<file path="config.mk">
export PLATFORM = sky130hd
export DESIGN_NAME = dm_arbiter
export DESIGN_NICKNAME = d
export VERILOG_FILES = /design/src/rtl/dm_arb_pkg.sv /design/src/rtl/dm_arb_burst_ctr.sv /design/src/rtl/dm_arbiter.sv
export SDC_FILE = /design/constraint.sdc
export NUM_CORES = 1
export LEC_CHECK = 0
export BUFFER_PORTS_ARGS = -buffer_cell sky130_fd_sc_hd__buf_2
export CORE_ASPECT_RATIO = 0.6
export CORE_MARGIN = 5
export CORE_UTILIZATION = 33
export CTS_CLUSTER_SIZE = 14
export DETAILED_ROUTE_END_ITERATION = 16
export MAX_ROUTING_LAYER = met4
export PLACE_DENSITY = 0.86
export SLEW_MARGIN = 25
export SYNTH_ARGS = -nofsm -noshare
export SYNTH_HDL_FRONTEND = slang
export SYNTH_HIERARCHICAL = 1
export SYNTH_SLANG_ARGS = --single-unit
</file>
<file path="constraint.sdc">
create_clock -name clk -period 2.1 [get_ports clk]
set_input_delay 0.21 -clock clk [delete_from_list [all_inputs] [get_ports clk]]
set_output_delay 0.21 -clock clk [all_outputs]
set_load 0.01 [all_outputs]
</file>
<file path="src/rtl/dm_arb_pkg.sv">
// rtl/dm_arb_pkg.sv - shared owner encoding and burst counter sizing for dm_arbiter
package dm_arb_pkg;

  typedef enum logic [1:0] {
    ST_IDLE = 2'b00,
    ST_OWN0 = 2'b01,
    ST_OWN1 = 2'b10
  } owner_e;

  // Counter wide enough to hold MAX_BURST itself, not just MAX_BURST-1
  function automatic int burst_cnt_width(input int max_burst);
    return $clog2(max_burst) + 1;
  endfunction

endpackage

</file>
<file path="src/rtl/dm_arb_burst_ctr.sv">
// rtl/dm_arb_burst_ctr.sv - locked-burst transfer counter with limit flag
module dm_arb_burst_ctr
  import dm_arb_pkg::*;
#(
  parameter int MAX_BURST = 4
) (
  input  logic clk,
  input  logic rst_n,
  input  logic clr,
  input  logic inc,
  output logic at_limit
);

  localparam int CW = burst_cnt_width(MAX_BURST);
  localparam logic [CW-1:0] LAST = CW'(MAX_BURST - 1);

  logic [CW-1:0] cnt;

  // Count transfers of the current locked burst; clear has priority over increment
  always_ff @(posedge clk or negedge rst_n) begin
    if (!rst_n)   cnt <= '0;
    else if (clr) cnt <= '0;
    else if (inc) cnt <= cnt + 1'b1;
  end

  // High when the transfer happening now would be the last one the burst may take
  assign at_limit = (cnt >= LAST);

endmodule

</file>
<file path="src/rtl/dm_arbiter.sv">
// rtl/dm_arbiter.sv - round-robin two-port arbiter for the single-port data memory
module dm_arbiter
  import dm_arb_pkg::*;
#(
  parameter int ADDR_WIDTH = 16,
  parameter int DATA_WIDTH = 8,
  parameter int MAX_BURST  = 4
) (
  input  logic                  clk,
  input  logic                  rst_n,
  input  logic                  req0,
  input  logic                  lock0,
  input  logic                  wr0,
  input  logic [ADDR_WIDTH-1:0] addr0,
  input  logic [DATA_WIDTH-1:0] wdata0,
  input  logic                  req1,
  input  logic                  lock1,
  input  logic                  wr1,
  input  logic [ADDR_WIDTH-1:0] addr1,
  input  logic [DATA_WIDTH-1:0] wdata1,
  output logic                  gnt0,
  output logic                  gnt1,
  output logic                  rvalid0,
  output logic                  rvalid1,
  output logic [DATA_WIDTH-1:0] rdata0,
  output logic [DATA_WIDTH-1:0] rdata1,
  output logic                  mem_en,
  output logic                  mem_wr,
  output logic [ADDR_WIDTH-1:0] mem_addr,
  output logic [DATA_WIDTH-1:0] mem_wdata,
  input  logic [DATA_WIDTH-1:0] mem_rdata
);

  owner_e owner, owner_nxt;
  logic   last_served, last_served_nxt;
  logic   rd_pend, rd_tag;
  logic   burst_clr, burst_inc, burst_limit;

  // View of the current owner's side and its competitor, valid in OWN states
  logic   own_is1, own_req, own_lock, oth_req;
  owner_e oth_state;

  assign own_is1   = (owner == ST_OWN1);
  assign own_req   = own_is1 ? req1 : req0;
  assign own_lock  = own_is1 ? lock1 : lock0;
  assign oth_req   = own_is1 ? req0 : req1;
  assign oth_state = own_is1 ? ST_OWN0 : ST_OWN1;

  assign gnt0   = req0 & (owner == ST_OWN0);
  assign gnt1   = req1 & (owner == ST_OWN1);
  assign mem_en = gnt0 | gnt1;

  // Present the owner's command to memory; all zero while nobody owns the port
  always_comb begin
    mem_addr  = '0;
    mem_wdata = '0;
    mem_wr    = 1'b0;
    case (owner)
      ST_OWN0: begin
        mem_addr  = addr0;
        mem_wdata = wdata0;
        mem_wr    = gnt0 & wr0;
      end
      ST_OWN1: begin
        mem_addr  = addr1;
        mem_wdata = wdata1;
        mem_wr    = gnt1 & wr1;
      end
      default: ;
    endcase
  end

  // Ownership next-state: round-robin from IDLE, locked bursts, park, handover
  always_comb begin
    owner_nxt       = owner;
    last_served_nxt = last_served;
    burst_clr       = 1'b0;
    burst_inc       = 1'b0;
    case (owner)
      ST_IDLE: begin
        if (req0 && req1) owner_nxt = last_served ? ST_OWN0 : ST_OWN1;
        else if (req0)    owner_nxt = ST_OWN0;
        else if (req1)    owner_nxt = ST_OWN1;
      end
      ST_OWN0, ST_OWN1: begin
        if (own_req) begin
          if (own_lock && !burst_limit) begin
            burst_inc = 1'b1;
          end else begin
            // Burst ends; the limit only forces a handover when someone waits
            burst_clr = 1'b1;
            if (oth_req) begin
              owner_nxt       = oth_state;
              last_served_nxt = own_is1;
            end
          end
        end else begin
          burst_clr       = 1'b1;
          last_served_nxt = own_is1;
          owner_nxt       = oth_req ? oth_state : ST_IDLE;
        end
      end
      default: owner_nxt = ST_IDLE;
    endcase
  end

  // State register plus the one-cycle read-return tag
  always_ff @(posedge clk or negedge rst_n) begin
    if (!rst_n) begin
      owner       <= ST_IDLE;
      last_served <= 1'b1;
      rd_pend     <= 1'b0;
      rd_tag      <= 1'b0;
    end else begin
      owner       <= owner_nxt;
      last_served <= last_served_nxt;
      rd_pend     <= mem_en & ~mem_wr;
      rd_tag      <= gnt1;
    end
  end

  assign rvalid0 = rd_pend & ~rd_tag;
  assign rvalid1 = rd_pend & rd_tag;
  assign rdata0  = mem_rdata;
  assign rdata1  = mem_rdata;

  dm_arb_burst_ctr #(
    .MAX_BURST(MAX_BURST)
  ) u_burst_ctr (
    .clk      (clk),
    .rst_n    (rst_n),
    .clr      (burst_clr),
    .inc      (burst_inc),
    .at_limit (burst_limit)
  );

endmodule

</file>
* Word-level counts from Yosys, hierarchy flattened
Index checks and enable logic that the tools add are counted.
** Word-level totals
- Flip-flop bits (word level) :: 8
- Input port bits :: 64
- Output and inout port bits :: 46
** Operators by class
- Add/subtract/negate cells :: 1
- Magnitude comparators :: 1
- Equality and inequality tests :: 7
- Multiplexer cells :: 27
- Bitwise operators :: 10
- Reductions and logical operators :: 8
** Operators with widths (count)
- one-hot mux 16 bit (2 select lines) :: 1
- 2-to-1 mux 2 bit :: 9
- one-hot mux 8 bit (2 select lines) :: 1
- 2-to-1 mux 1 bit :: 12
- bitwise AND 1 bit :: 7
- 2-to-1 mux 3 bit :: 2
- != test 3 bit (second input constant) :: 2
- AND reduction 3 bit :: 2
- != test 4 bit (second input constant) :: 1
- one-hot mux 2 bit (2 select lines) :: 1
- adder 3 x 1 -> 3 bit (second input constant) :: 1
- >= comparator 3 x 2 -> 1 bit (second input constant) :: 1
- equality test 2 x 1 -> 1 bit (second input constant) :: 1
- equality test 2 bit (second input constant) :: 1
- logical AND 1 bit :: 2
- zero test 2 bit :: 1
- != test 2 x 1 -> 1 bit (second input constant) :: 1
- != test 2 bit (second input constant) :: 1
- NOT 1 bit :: 2
- one-hot mux 1 bit (2 select lines) :: 1
- nonzero test 2 bit :: 1
- OR reduction 2 bit :: 1
- zero test 1 bit :: 1
- OR 1 bit :: 1

* Logic depth before layout (Yosys ltp)
- Depth after elaboration :: 8
- Depth in mapped cells :: 8

* Cells and area by module
The synthesis kept the hierarchy.
** Modules (own cells, without submodules)
- dm_arbiter :: times used 1, cells each 128, area each 982.2 µm², seq. area each 126.4 µm²
- dm_arb_burst_ctr :: times used 1, cells each 13, area each 150.1 µm², seq. area each 75.1 µm²

* Worst setup path after synthesis
Ideal clock, no wire load.
- Kind :: reg2reg
- Start :: register owner[0]
- End :: register owner[0]
- Arrival :: 1.911 ns
- Data required time :: 1.975 ns
- Slack :: 0.063 ns
- Stages on the path, launching flop included :: 8
- Buffers on the path :: 1
- Clock period less this slack :: 2.037 ns
- Path through :: dfrtp_1 > inv_1 > ha_1 > buf_2 > or4b_1 > a21boi_0 > a211o_1 > mux2_4
** Between the ends
- Word-level cells in the longest chain between the ends :: 6
- Elaborated cells on any way between the ends :: 18
** RTL lines
- start, declared :: line dm_arbiter.sv:34 : owner_e owner, owner_nxt;
- start signal, assigned :: line dm_arbiter.sv:115 : owner <= owner_nxt;
- equality test 2 bit (*) :: line dm_arbiter.sv:43 : assign own_is1 = (owner == ST_OWN1);
- via own_is1 :: line dm_arbiter.sv:40 : logic own_is1, own_req, own_lock, oth_req;
- 2-to-1 mux 2 bit :: line dm_arbiter.sv:47 : assign oth_state = own_is1 ? ST_OWN0 : ST_OWN1;
- 2-to-1 mux 2 bit :: line dm_arbiter.sv:92 : if (oth_req) begin
- 2-to-1 mux 2 bit :: line dm_arbiter.sv:87 : if (own_lock && !burst_limit) begin
- 2-to-1 mux 2 bit :: line dm_arbiter.sv:86 : if (own_req) begin
- one-hot mux 2 bit (2 select lines) :: line dm_arbiter.sv:79 : case (owner)
Mark *: on every way through the listed nets, which the timed path passes. The rest lies on a longest branch. The select of a mux whose other input is x is not followed.
A chain may end at the register's enable or synchronous reset.

* Final worst setup path
- Start :: register owner[0]
- End :: register owner[1]
Same word-level chain as after synthesis.

==> out/qor.txt <==
status: finished, final reports clean
diode count: 0
htree depth: 1
Final Max Slew Viols: 0
Finish-stage setup viols: 0
clock share of power: 9.8%
I/O Pins: 110
Final nets: 282
Pwr Total: 2010 uW
Final Skew: 0.00259 ns
die width: 85.6 um
Netlist cell types: 33
initial drt markers: 48
Worst R2R Setup Slack: 0.08 ns
leading cell type in the layout, fill and taps excluded: buf_2
HP Class: in2reg
Crit. End Element: register
Critical Path Fanout Max: 4
Num CTS Buffers: 3
Post-Syn Instances: 141
drc violations: 0
Fill cells: 338
Vias per Instance: 4.93
register area: 201 sq um
Seq/Total Area, Yosys: 17.8%
total routed wirelength: 3410 um
classification of the worst setup path: reg2reg
Synth Net Count: 212
period utilization: 96.0%
setup_tns: 0 ns
hold depth: 3
TritonRoute pass-1 iters: 4
detailed-route via count: 1258
Worst-Skew Late Latency: 0.23 ns
antenna-violating nets left: 0
Net Switching: 899 uW
most frequent cells in the layout: buf_2, nor2b_1, a22oi_1, inv_1, dfrtp_1
multi-input logic area: 732 sq um
syn avg cell area: 8.03 sq um
CTS tree: yes
Worst R2R End: owner[1]
GR Util All Layers: 14.2%
gpl congestion: 0.831
final hold violation count: 0
port bufs: 85
Reg power frac: 13.4%
CP required: 2.21 ns
remaining global-route overflow: 0
Clock Tree Root: clkbuf_8
Initial Util: 34.5%
RSZ-0062 raised after global routing: false
share of total power in combinational logic: 76.8%
Layout Utilization: 47.2%
Synthesis Warnings: 6
Area Growth Syn to Fin: 36.8%
final worst slack: 0.0831 ns
power per cell area: 1300 nW/um^2
vias in the first global route: 1172
r2r worst-path depth: 6
CTS sink count: 8
Switching Share: 44.7%
pin count of the biggest net entering global routing: 26
peak supply drop: 0.000500 V
area of the die: 4740 sq um
synthesis-stage register bit count: 8
Hold Crit Start: lock1
Hold EP: last_served
initial antenna violation count: 0
first-pass GRT wire length: 5420 um
Hold WS: 0.343 ns
core outline area: 3280 sq um
P_int: 1110 uW
die extent in y: 55.4 um
Leakage: 0.000838 uW
post-synthesis instance area: 1130 sq um
crit path DAT: 2.13 ns
Max Freq: 496 MHz
min Tclk post-route: 2.02 ns
WL/cell: 13.4 um
pre-CTS setup slack: 0.00191 ns
Slew HR: 81.4%
Clock Pin Slew Worst Setup and Hold Paths: 0.04 ns
HPWL after detailed placement: 2790 um
layout cell share with drive strength beyond 1: 48.1%
Critical Path Source Type: register
Reg2Reg Launch Point: owner[0]
CTS Buffer Depth: 2
Worst Max-Slew Pin Slew: 0.279 ns
maxcap violations: 0
Rows: 16
cells by family after synthesis:
family | Yosys count | share of synthesized area, %
AOI/OAI and AO/OA | 41 | 26.4
DFF | 8 | 17.8
adders and majority gates | 7 | 7.73
buffers and inverters | 35 | 17.8
and+or+nand+nor | 44 | 23.6
muxes | 5 | 5.86
xor gates and xnor gates | 1 | 0.774
power by group through the flow:
stage,clock (uW),combinational [uW],sequential (uW)
finish,198,1540,269
global route,211,1690,280
CTS,205,1530,272
detailed placement,0,1520,274
global placement,0,1500,267
floorplan,0,1100,259
synthesized netlist by cell type (all sizes together):
cell type,instances,area (sq um)
ha,7,87.6
a21o,2,15.0
inv,8,30.0
nor2b,26,163
nand4b,1,8.76
dfrtp,7,175
o22a,1,8.76
nand2b,3,18.8
nor2,3,11.3
and2,2,12.5
nand2,3,11.3
a211oi,1,7.51
a21boi,2,15.0
a22oi,24,180
or4b,1,10.0
and3,2,17.5
buf,20,145
a2bb2oi,1,8.76
a21oi,5,25.0
mux2,4,56.3
xnor2,1,8.76
dfstp,1,26.3
a211o,2,17.5
o211ai,2,15.0
mux2i,1,10.0
nand3,3,15.0
clkbuf,7,26.3
a31oi,1,6.26
worst max-delay path, stage by stage (launching register included):
cell and delay, ns:
dfrtp_1 0.39, inv_1 0.12, ha_2 0.23, mux2_2 0.34
and3_4 0.18, a211o_1 0.33, mux2_4 0.30
area by class of cell:
class | count | area share [%]
Tap cell | 45 | 3.63
Timing Repair Buffer | 92 | 31.3
Multi-Input combinational cell | 98 | 47.3
Clock buffer | 4 | 2.91
Sequential cell | 8 | 13.0
Inverter | 8 | 1.94
worst max path at each step:
stage	startpoint	end	slack (ns)	cells after the start
finish	owner[0]	owner[1]	0.08	6
global route	owner[0]	owner[1]	0.008	6
CTS	owner[0]	owner[1]	0.008	6
detailed placement	owner[0]	owner[0]	0.002	6
global placement	owner[0]	owner[0]	0.1	6
floorplan	owner[0]	owner[0]	0.06	7
registers in the layout, summed over array words and instances, names as in the netlist:
| name | cells |
|---|---|
| owner | 2 |
| rd_pend | 1 |
| rd_tag | 1 |
| u_burst_ctr/cnt | 3 |
| last_served | 1 |
through the flow:
stage,std cells,cell area (sq um)
after floorplan,141,1130
after global placement,249,1480
after detailed placement,249,1480
after CTS,254,1540
after global routing,255,1550
final,255,1550
metal layers:
| metal | routed length [um] | share of wire [%] | GRT usage (%) | up-vias |
|---|---|---|---|---|
| met3 | 440 | 13 | 5.20 | 2 |
| met4 | 30 | 0.88 | 3.39 | 0 |
| met2 | 1510 | 44 | 22.6 | 72 |
| met5 | 0 | 0 | - | - |
| met1 | 1430 | 42 | 17.1 | 565 |
| li1 | - | - | - | 619 |
what timing repair did:
item                                    4_1_cts  5_1_grt
endpoints found under the setup margin        2        5
hold buffers                                  1        0
pin swaps                                     1        1
endpoints found under the hold margin         7        0
resized for setup                             0        3
setup buffers                                 0        1
No activity file was read; power rests on OpenSTA's default activity.
